## src/rtl/spi_mitm_pkg.sv

```systemverilog
// spi_mitm_pkg: shared frame states, capture record layout and sample-edge selection
package spi_mitm_pkg;
  typedef enum logic {IDLE, ACTIVE} state_t;
  localparam int CAP_MISO_LSB = 0;
  function automatic int cap_mosi_lsb(input int data_size);
    return data_size;
  endfunction
  function automatic int cap_sub_bit(input int data_size);
    return 2 * data_size;
  endfunction
  function automatic logic sample_on_rise(input int cpol, input int cpha);
    return cpol == cpha;
  endfunction
endpackage

```

## src/rtl/sync_fifo.sv

```systemverilog
// sync_fifo: first-word-fall-through FIFO; a write while full is accepted only alongside a pop
module sync_fifo #(
  parameter int WIDTH = 8,
  parameter int DEPTH = 4
) (
  input  logic             clk,
  input  logic             rst_n,
  input  logic             wr_en,
  input  logic [WIDTH-1:0] wr_data,
  input  logic             rd_en,
  output logic [WIDTH-1:0] rd_data,
  output logic             full,
  output logic             empty
);
  localparam int AW = $clog2(DEPTH);
  logic [WIDTH-1:0] mem [DEPTH];
  logic [AW:0] wp, rp;
  logic do_rd, do_wr;
  assign empty = wp == rp;
  assign full = (wp[AW] != rp[AW]) && (wp[AW-1:0] == rp[AW-1:0]);
  assign do_rd = rd_en & ~empty;
  assign do_wr = wr_en & (~full | do_rd);
  assign rd_data = mem[rp[AW-1:0]];
  // pointer bookkeeping
  always_ff @(posedge clk or negedge rst_n)
    if (!rst_n) begin
      wp <= '0;
      rp <= '0;
    end else begin
      if (do_wr) wp <= wp + 1'b1;
      if (do_rd) rp <= rp + 1'b1;
    end
  // storage array, no reset needed
  always_ff @(posedge clk)
    if (do_wr) mem[wp[AW-1:0]] <= wr_data;
endmodule

```

## src/rtl/spi_mitm_tap.sv

```systemverilog
// spi_mitm_tap: SPI man-in-the-middle tap forwarding the bus, capturing words and substituting MISO
module spi_mitm_tap
  import spi_mitm_pkg::*;
#(
  parameter int DATA_SIZE     = 8,
  parameter int CPOL          = 0,
  parameter int CPHA          = 0,
  parameter int SS_ACTIVE_LOW = 0,
  parameter int CAP_DEPTH     = 4,
  parameter int SUB_DEPTH     = 4
) (
  input  logic                   sys_clk,
  input  logic                   rst_n,
  input  logic                   miso_in,
  input  logic                   mosi_in,
  input  logic                   sclk_in,
  input  logic                   ss_in,
  output logic                   miso_out,
  output logic                   mosi_out,
  output logic                   sclk_out,
  output logic                   ss_out,
  input  logic                   sub_en,
  input  logic                   sub_wr_valid,
  output logic                   sub_wr_ready,
  input  logic [DATA_SIZE-1:0]   sub_wr_data,
  output logic                   cap_valid,
  input  logic                   cap_ready,
  output logic [2*DATA_SIZE:0]   cap_data,
  output logic                   cap_overflow,
  input  logic                   ovf_clr
);
  localparam int BW = $clog2(DATA_SIZE);
  localparam int RW = 2 * DATA_SIZE + 1;
  localparam int W1 = DATA_SIZE - 1;
  localparam logic SS_IDLE = SS_ACTIVE_LOW != 0;
  localparam logic SCLK_IDLE = CPOL != 0;
  localparam logic SAMPLE_RISE = sample_on_rise(CPOL, CPHA);
  localparam logic MSB_AT_START = CPHA == 0;
  localparam logic [BW-1:0] LAST = BW'(DATA_SIZE - 1);

  logic [3:0] s1, s2;
  logic [1:0] fill;
  logic sclk_d, ss_act_d, armed;
  state_t state;
  logic [BW-1:0] bit_cnt, idx;
  logic [W1-1:0] mosi_sh, miso_sh;
  logic [DATA_SIZE-1:0] sub_sh, sub_rd_data;
  logic sub_act, pres;
  logic ss_act, sclk_rise, sclk_fall, sample, shift, active;
  logic entry, complete, start, sub_pop, miso_nx;
  logic cap_full, cap_empty, cap_drop, sub_full, sub_empty;
  logic [RW-1:0] cap_wr;

  assign ss_act    = s2[3] ^ SS_IDLE;
  assign sclk_rise = s2[2] & ~sclk_d;
  assign sclk_fall = ~s2[2] & sclk_d;
  assign sample    = SAMPLE_RISE ? sclk_rise : sclk_fall;
  assign shift     = SAMPLE_RISE ? sclk_fall : sclk_rise;
  assign active    = state == ACTIVE;
  assign entry     = ~active & armed & ss_act & ~ss_act_d;
  assign complete  = active & ss_act & sample & (bit_cnt == LAST);
  assign start     = entry | complete;
  assign sub_pop   = start & sub_en & ~sub_empty;
  assign idx       = LAST - bit_cnt;
  assign cap_drop  = complete & cap_full & ~cap_ready;
  assign cap_valid = ~cap_empty;
  assign sub_wr_ready = ~sub_full;

  // synchronisers, edge history, re-arm qualifier and forwarded outputs
  always_ff @(posedge sys_clk or negedge rst_n)
    if (!rst_n) begin
      s1 <= {SS_IDLE, SCLK_IDLE, 2'b00};
      s2 <= {SS_IDLE, SCLK_IDLE, 2'b00};
      fill <= '0;
      sclk_d <= SCLK_IDLE;
      ss_act_d <= 1'b0;
      armed <= 1'b0;
      ss_out <= SS_IDLE;
      sclk_out <= SCLK_IDLE;
      mosi_out <= 1'b0;
    end else begin
      s1 <= {ss_in, sclk_in, mosi_in, miso_in};
      s2 <= s1;
      fill <= {fill[0], 1'b1};
      sclk_d <= s2[2];
      ss_act_d <= ss_act;
      armed <= armed | (fill[1] & ~ss_act);
      {ss_out, sclk_out, mosi_out} <= s2[3:1];
    end

  // miso output: word-start cycles hold so the last sampled bit is not disturbed
  always_comb begin
    miso_nx = miso_out;
    if (!start)
      miso_nx = !sub_act ? s2[0] :
                shift ? sub_sh[idx] :
                (pres & MSB_AT_START) ? sub_sh[DATA_SIZE-1] : miso_out;
  end

  // capture record assembly
  always_comb begin
    cap_wr = '0;
    cap_wr[CAP_MISO_LSB +: DATA_SIZE] = {miso_sh, s2[0]};
    cap_wr[cap_mosi_lsb(DATA_SIZE) +: DATA_SIZE] = {mosi_sh, s2[1]};
    cap_wr[cap_sub_bit(DATA_SIZE)] = sub_act;
  end

  // frame FSM with word shifting and substitution control
  always_ff @(posedge sys_clk or negedge rst_n)
    if (!rst_n) begin
      state <= IDLE;
      bit_cnt <= '0;
      mosi_sh <= '0;
      miso_sh <= '0;
      sub_sh <= '0;
      sub_act <= 1'b0;
      pres <= 1'b0;
      miso_out <= 1'b0;
    end else begin
      if (!active) begin
        bit_cnt <= '0;
        if (entry) state <= ACTIVE;
      end else if (!ss_act) begin
        state <= IDLE;
        bit_cnt <= '0;
      end else if (sample) begin
        mosi_sh <= W1'({mosi_sh, s2[1]});
        miso_sh <= W1'({miso_sh, s2[0]});
        bit_cnt <= complete ? '0 : bit_cnt + 1'b1;
      end
      if (start) sub_act <= sub_pop;
      else if (active & ~ss_act) sub_act <= 1'b0;
      if (sub_pop) sub_sh <= sub_rd_data;
      pres <= start;
      miso_out <= miso_nx;
    end

  // sticky overflow; a new drop wins over a clear
  always_ff @(posedge sys_clk or negedge rst_n)
    if (!rst_n) cap_overflow <= 1'b0;
    else cap_overflow <= cap_drop | (cap_overflow & ~ovf_clr);

  sync_fifo #(.WIDTH(RW), .DEPTH(CAP_DEPTH)) u_cap (
    .clk(sys_clk), .rst_n(rst_n), .wr_en(complete), .wr_data(cap_wr),
    .rd_en(cap_ready), .rd_data(cap_data), .full(cap_full), .empty(cap_empty)
  );

  sync_fifo #(.WIDTH(DATA_SIZE), .DEPTH(SUB_DEPTH)) u_sub (
    .clk(sys_clk), .rst_n(rst_n), .wr_en(sub_wr_valid & ~sub_full), .wr_data(sub_wr_data),
    .rd_en(sub_pop), .rd_data(sub_rd_data), .full(sub_full), .empty(sub_empty)
  );
endmodule

```

## config.mk

```make
export PLATFORM = sky130hd
export DESIGN_NAME = spi_mitm_tap
export DESIGN_NICKNAME = d
export VERILOG_FILES = /design/src/rtl/spi_mitm_pkg.sv /design/src/rtl/sync_fifo.sv /design/src/rtl/spi_mitm_tap.sv
export SDC_FILE = /design/constraint.sdc
export NUM_CORES = 1
export LEC_CHECK = 0
export BUFFER_PORTS_ARGS = -buffer_cell sky130_fd_sc_hd__buf_2
export CORE_MARGIN = 2
export CORE_UTILIZATION = 45
export DETAILED_ROUTE_END_ITERATION = 8
export GPL_TIMING_DRIVEN = 1
export PLACE_DENSITY = 0.73
export SETUP_SLACK_MARGIN = 0.05
export SLEW_MARGIN = 20
export SYNTH_ARGS = -nofsm -noshare
export SYNTH_HDL_FRONTEND = slang
export SYNTH_SLANG_ARGS = --single-unit
```

## constraint.sdc

```tcl
create_clock -name sys_clk -period 4.7 [get_ports sys_clk]
set_input_delay 0.705 -clock sys_clk [delete_from_list [all_inputs] [get_ports sys_clk]]
set_output_delay 0.705 -clock sys_clk [all_outputs]
set_load 0.01 [all_outputs]
```

# Yosys cells after proc, flatten, opt, wreduce, memory -nomap -nowiden
# Memories as Yosys holds them, arrays and structs flattened. A register that Yosys moved wholly into a read port is not among the register bits.
# Index checks and enable logic that the tools add are counted.
[word_totals]
ff_bits = 48
latchBits = 0
ramBits = 100
rom_bits = 0
input_bits = 18
output_inout_bits = 24
wordCells = 98
mem_count = 2
[memory_table]
columns = ["memory", "depth", "width", "read_ports", "rd_clocked_by_memory_dff", "write_ports", "line_no", "rtl"]
rows = [
  ["u_cap.mem", 4, 17, 1, 0, 1, "sync_fifo.sv:16", "logic [WIDTH-1:0] mem [DEPTH];"],
  ["u_sub.mem", 4, 8, 1, 1, 1, "sync_fifo.sv:16", ""],
]
[classes]
addsub = 6
multipliers = 0
div_mod_pow = 0
order_cmp = 1
n_eq_ne = 9
shifts = 0
n_mux = 18
bitwise_logic = 37
reduce_logical = 6
[ops]
columns = ["op", "n"]
rows = [
  ["$and 1x1->1", 20],
  ["$add 3x1->3 const B", 5],
  ["$mux 1", 13],
  ["$mux 3", 4],
  ["$not 1->1", 12],
  ["$eq 3x3->1", 2],
  ["$or 1x1->1", 5],
  ["$eq 2x2->1", 2],
  ["$lt 3x4->1 const B", 1],
  ["$bmux 1 s3", 1],
  ["$eq 3x3->1 const B", 1],
  ["$ne 3x1->1 const B", 1],
  ["$ne 3x2->1 const B", 1],
  ["$reduce_and 3->1", 1],
  ["$sub 3x3->3 const A", 1],
  ["$logic_and 1x1->1", 2],
  ["$ne 1x1->1", 2],
  ["$reduce_and 2->1", 1],
  ["$reduce_bool 2->1", 1],
  ["$logic_not 1->1", 1],
]

# Logic depth before layout (Yosys ltp)
[depth]
depth_word = 12
ltp_mapped = 7
ltp_nobuf = 6

# Cells and area by module
# A second synthesis with hierarchy kept.
[hier_totals]
cells_unflattened = 335
area_unflattened_um2 = 6243.5
[by_module_without_submodules]
columns = ["mod", "n_inst", "cells_each", "area_per_inst_um2", "seq_area_each_um2"]
rows = [
  ["sync_fifo at u_cap", 1, 132, 2897.8, 2192.1],
  ["spi_mitm_tap", 1, 115, 1727.9, 1101.1],
  ["sync_fifo at u_sub", 1, 88, 1617.8, 1111.1],
]

# Worst setup path after synthesis
# No wires, ideal clock.
[synth_timing]
path_type = "register -> output"
from = "register u_cap.rp[0]"
to = "output cap_data[10]"
arrival_ns = 1.405
t_required_ns = 3.995
slack_ns = 2.590
path_stages_with_launch = 4
path_buffers = 2
path_cell_list = "dfrtp_1 -> buf_4 -> buf_2 -> mux4_2"
[synth_between]
elab_chain_cells = 1
[synth_rtl]
columns = ["item", "line_no", "rtl"]
rows = [
  ["start, declared", "sync_fifo.sv:17", "logic [AW:0] wp, rp;"],
  ["start signal, assigned", "sync_fifo.sv:31", "if (do_rd) rp <= rp + 1'b1;"],
  ["$mem_v2 4x17", "-", ""],
  ["end, declared", "spi_mitm_tap.sv:28", "output logic [2*DATA_SIZE:0] cap_data,"],
]
# No other way between the ends.

# Worst setup path in the final report
[layout_timing]
from = "register u_cap.rp[0]"
to = "output cap_data[2]"
# Same word-level chain as after synthesis.

==> key figures <==
Outcome
  – Outcome: complete, no violations

Synthesis
  – Mean instance size in the synthesized netlist: 19.7 µm²
  – Most instantiated flip-flop cell in the synthesis netlist: edfxtp_1
  – Register bit total from synthesis: 156
  – Mapped Cells: 309
  – Synthesized net count: 339
  – Portion of the post-synthesis area used by sequential elements: 72.4%
  – Yosys synthesis warning count: 0
  – Number of distinct library cells after synthesis: 41
  – Count of flip-flops with a built-in enable after synthesis: 100
  – Async set-or-reset flop fraction in the synthesized netlist: 35.9%
  – Synth Cell Area: 0.00608 mm²

Floorplan
  – Core region area: 0.0132 mm²
  – Die Wd: 120 µm
  – Number of primary I/O pins: 42
  – Overall die height: 120 µm
  – Die area: 0.0145 mm²
  – Row count: 42
  – Effective utilization at floorplan: 45.9%

Route
  – Number of design rule violations left after detail routing: 0
  – Routed wirelength normalized by instance count: 17.0 µm
  – Detailed Route Iter0 Violations: 214
  – DRT Wirelength: 9.36 mm
  – DR pass1 iterations: 4
  – Number of vias in the routed layout: 2831
  – Remaining antenna violation count: 0
  – Via-per-instance ratio: 5.15

Clock network
  – CTS Buf Count: 17
  – Clock transition at the register clock pins on the worst setup and hold paths after CTS: 60 ps
  – Clock tree from TritonCTS: yes
  – Post-CTS Repair Setup Buffers: 0
  – Cell at the root of the clock tree: clkbuf_16
  – Total number of clock tree sinks: 156
  – H-tree level count: 4
  – Quantity of gates resized following cts: 0
  – Clock insertion delay at the later pin of the skew report: 420 ps
  – Buffer levels on the longest clock path: 2
  – Hold-fix buffers at CTS: 0

Finish
  – Antenna diodes: 0
  – Fraction of final layout cells with drive strength greater than 1: 35.0%
  – Number of standard cells in the layout, taps in and fillers out: 550
  – Filler cell count in the final layout: 1065
  – Area taken by flip-flops and latches: 0.00440 mm²
  – Total number of nets in the final design: 392
  – Utilization of the core after routing: 53.3%
  – Total area of multi-input combinational cells: 0.00157 mm²
  – Layout overhead on the synthesized area: 16.0%

Timing
  – Final max-slew violation count: 0
  – Relative max-transition margin: 37.3%
  – Unrepaired setup endpoints after global routing: false
  – Total negative slack for setup checks: 0 ps
  – Final hold violation count: 0
  – Slew of the pin with the lowest slew margin: 940 ps
  – Layout Skew: 10.1 ps
  – Final critical-path required period: 2890 ps
  – Period Utilization, post-route: 61.4%
  – Worst hold slack: 347 ps
  – Final critical-path setup slack: 1810 ps
  – Number of endpoints failing setup at the final stage: 0
  – Max Clk Rate: 346 MHz

Setup path
  – Required time at the endpoint of the critical path: 3990 ps
  – Delay-heaviest family, CP: flip-flops
  – Startpoint-to-endpoint class of the critical path: reg2out
  – Critical path peak fanout: 11
  – CP peak stage delay: 710 ps
  – CP bufs+invs: 2
  – CP Cell Sequence: buf_4 > mux4_2 > buf_2
  – Slowest stage cell on the critical path: dfrtp_1
  – Nature of the critical path endpoint: output pin
  – Startpoint type of the worst setup path: flip-flop
  – Arrival time reported for the critical path endpoint: 2180 ps

Worst hold path
  – Path category of the worst min-delay check: reg2reg

Global route
  – Residual overflow from global routing: 0
  – Wire length of the first global-routing pass: 15.6 mm
  – Largest net degree at the start of global routing: 57
  – Initial antenna violation count: 0
  – Total routing usage reported by global routing: 14.5%
  – Number of global-route vias before repair: 2995

Placement
  – Minimum setup slack after placement: 1920 ps
  – Half-perimeter wire length after placement: 5.97 mm
  – Number of I/O port buffers: 41
  – Cell Count Post-Placement: 519
  – Final weighted congestion in routability-driven placement: 0.705

Power
  – Maximum vdd ir drop: 0.000376 V
  – PD cells: 569 mW/mm²
  – Reported leakage power: 2.71 nW

Job
  – Max-Cap Viols: 0
[final timing paths]
kind                             start                to  slack, ps  cells past startpoint
min                              s1[1]             s2[1]        350                      0
max in group asynchronous        rst_n       u_cap.rp[0]       3820                      2
min reg2reg                      s1[1]             s2[1]        350                      0
max reg2reg                     sclk_d  u_cap.mem[3][16]       1970                      3
max                        u_cap.rp[0]       cap_data[2]       1810                      3
min in group asynchronous        rst_n       u_sub.wp[0]        410                      2
[where the power goes]
group          internal, mW  switching (mW)
clock                 0.856           0.537
combinational         0.434           0.316
sequential             1.66           0.212
total                  2.95            1.06
[cells by family after synthesis]
logic type / Yosys count / share of synthesized area [%]
and+or+nand+nor: 39 / 3.70
adders and majority gates: 12 / 2.47
muxes: 55 / 15.4
xor gates and xnor gates: 13 / 2.24
DFF: 156 / 72.4
buffers and inverters: 19 / 1.83
other: 1 / 0.0616
AOI/OAI and AO/OA: 14 / 1.89
[per-layer routing]
metal | vias up | track usage, % | wire length, µm
li1 | 1291 | - | -
met3 | 12 | 4.53 | 333
met2 | 51 | 24.5 | 4830
met4 | 0 | 5.74 | 135
met1 | 1477 | 17.5 | 4070
met5 | - | 0 | 0
[metrics by stage]
stage	total power, mW	cell area (µm²)
6_report	4.02	7060
5_1_grt	4.21	7060
4_1_cts	4.06	7060
3_5_place_dp	2.67	6450
3_3_place_gp	2.64	6450
2_1_floorplan	2.45	6080
[cell usage in the layout, fill, tap and decap left out, types with 4 or more instances in the layout]
cell	synthesis	layout
and2_1	7	7
dfrtp_1	56	56
mux4_2	26	26
o21ai_0	4	4
mux2_2	17	17
nand2_1	7	7
nand3_1	7	7
edfxtp_1	100	100
mux2_4	8	8
clkbuf_16	0	17
and3_1	5	5
ha_1	12	12
inv_1	9	9
xnor2_1	9	9
mux2i_1	4	4
buf_2	3	41
[synthesized netlist by cell type (all sizes together), types with 2 or more instances]
cell	n	share of area, %
a21oi	4	0.51
inv	10	0.66
nand3	7	0.58
xor2	2	0.41
mux2i	4	0.66
edfxtp	100	49
buf	8	1.1
xnor2	11	1.8
ha	12	2.5
and2	7	0.72
dfrtp	56	23
mux2	25	5.1
nand2	7	0.43
nor3	2	0.16
nand2b	2	0.21
nor2	3	0.19
and3	5	0.51
o21ai	4	0.33
mux4	26	9.6
[area by class of cell]
cell class              count  share of cell area (%)
multi-input cells         134                    22.2
clock inverters            11                    2.27
clock buffers              20                    6.33
repair buffers             43                    3.12
flip-flops and latches    156                    62.4
inverters                  10                   0.567
well taps                 176                    3.12
[state kept, by name, indices dropped and copies added, names as in the netlist, 4 cells and up]
| register | cells |
|---|---|
| s2 | 4 |
| sub_sh | 8 |
| mosi_sh | 7 |
| u_sub.mem | 32 |
| s1 | 4 |
| miso_sh | 7 |
| u_cap.mem | 68 |
No activity file was read; power rests on OpenSTA's default activity.
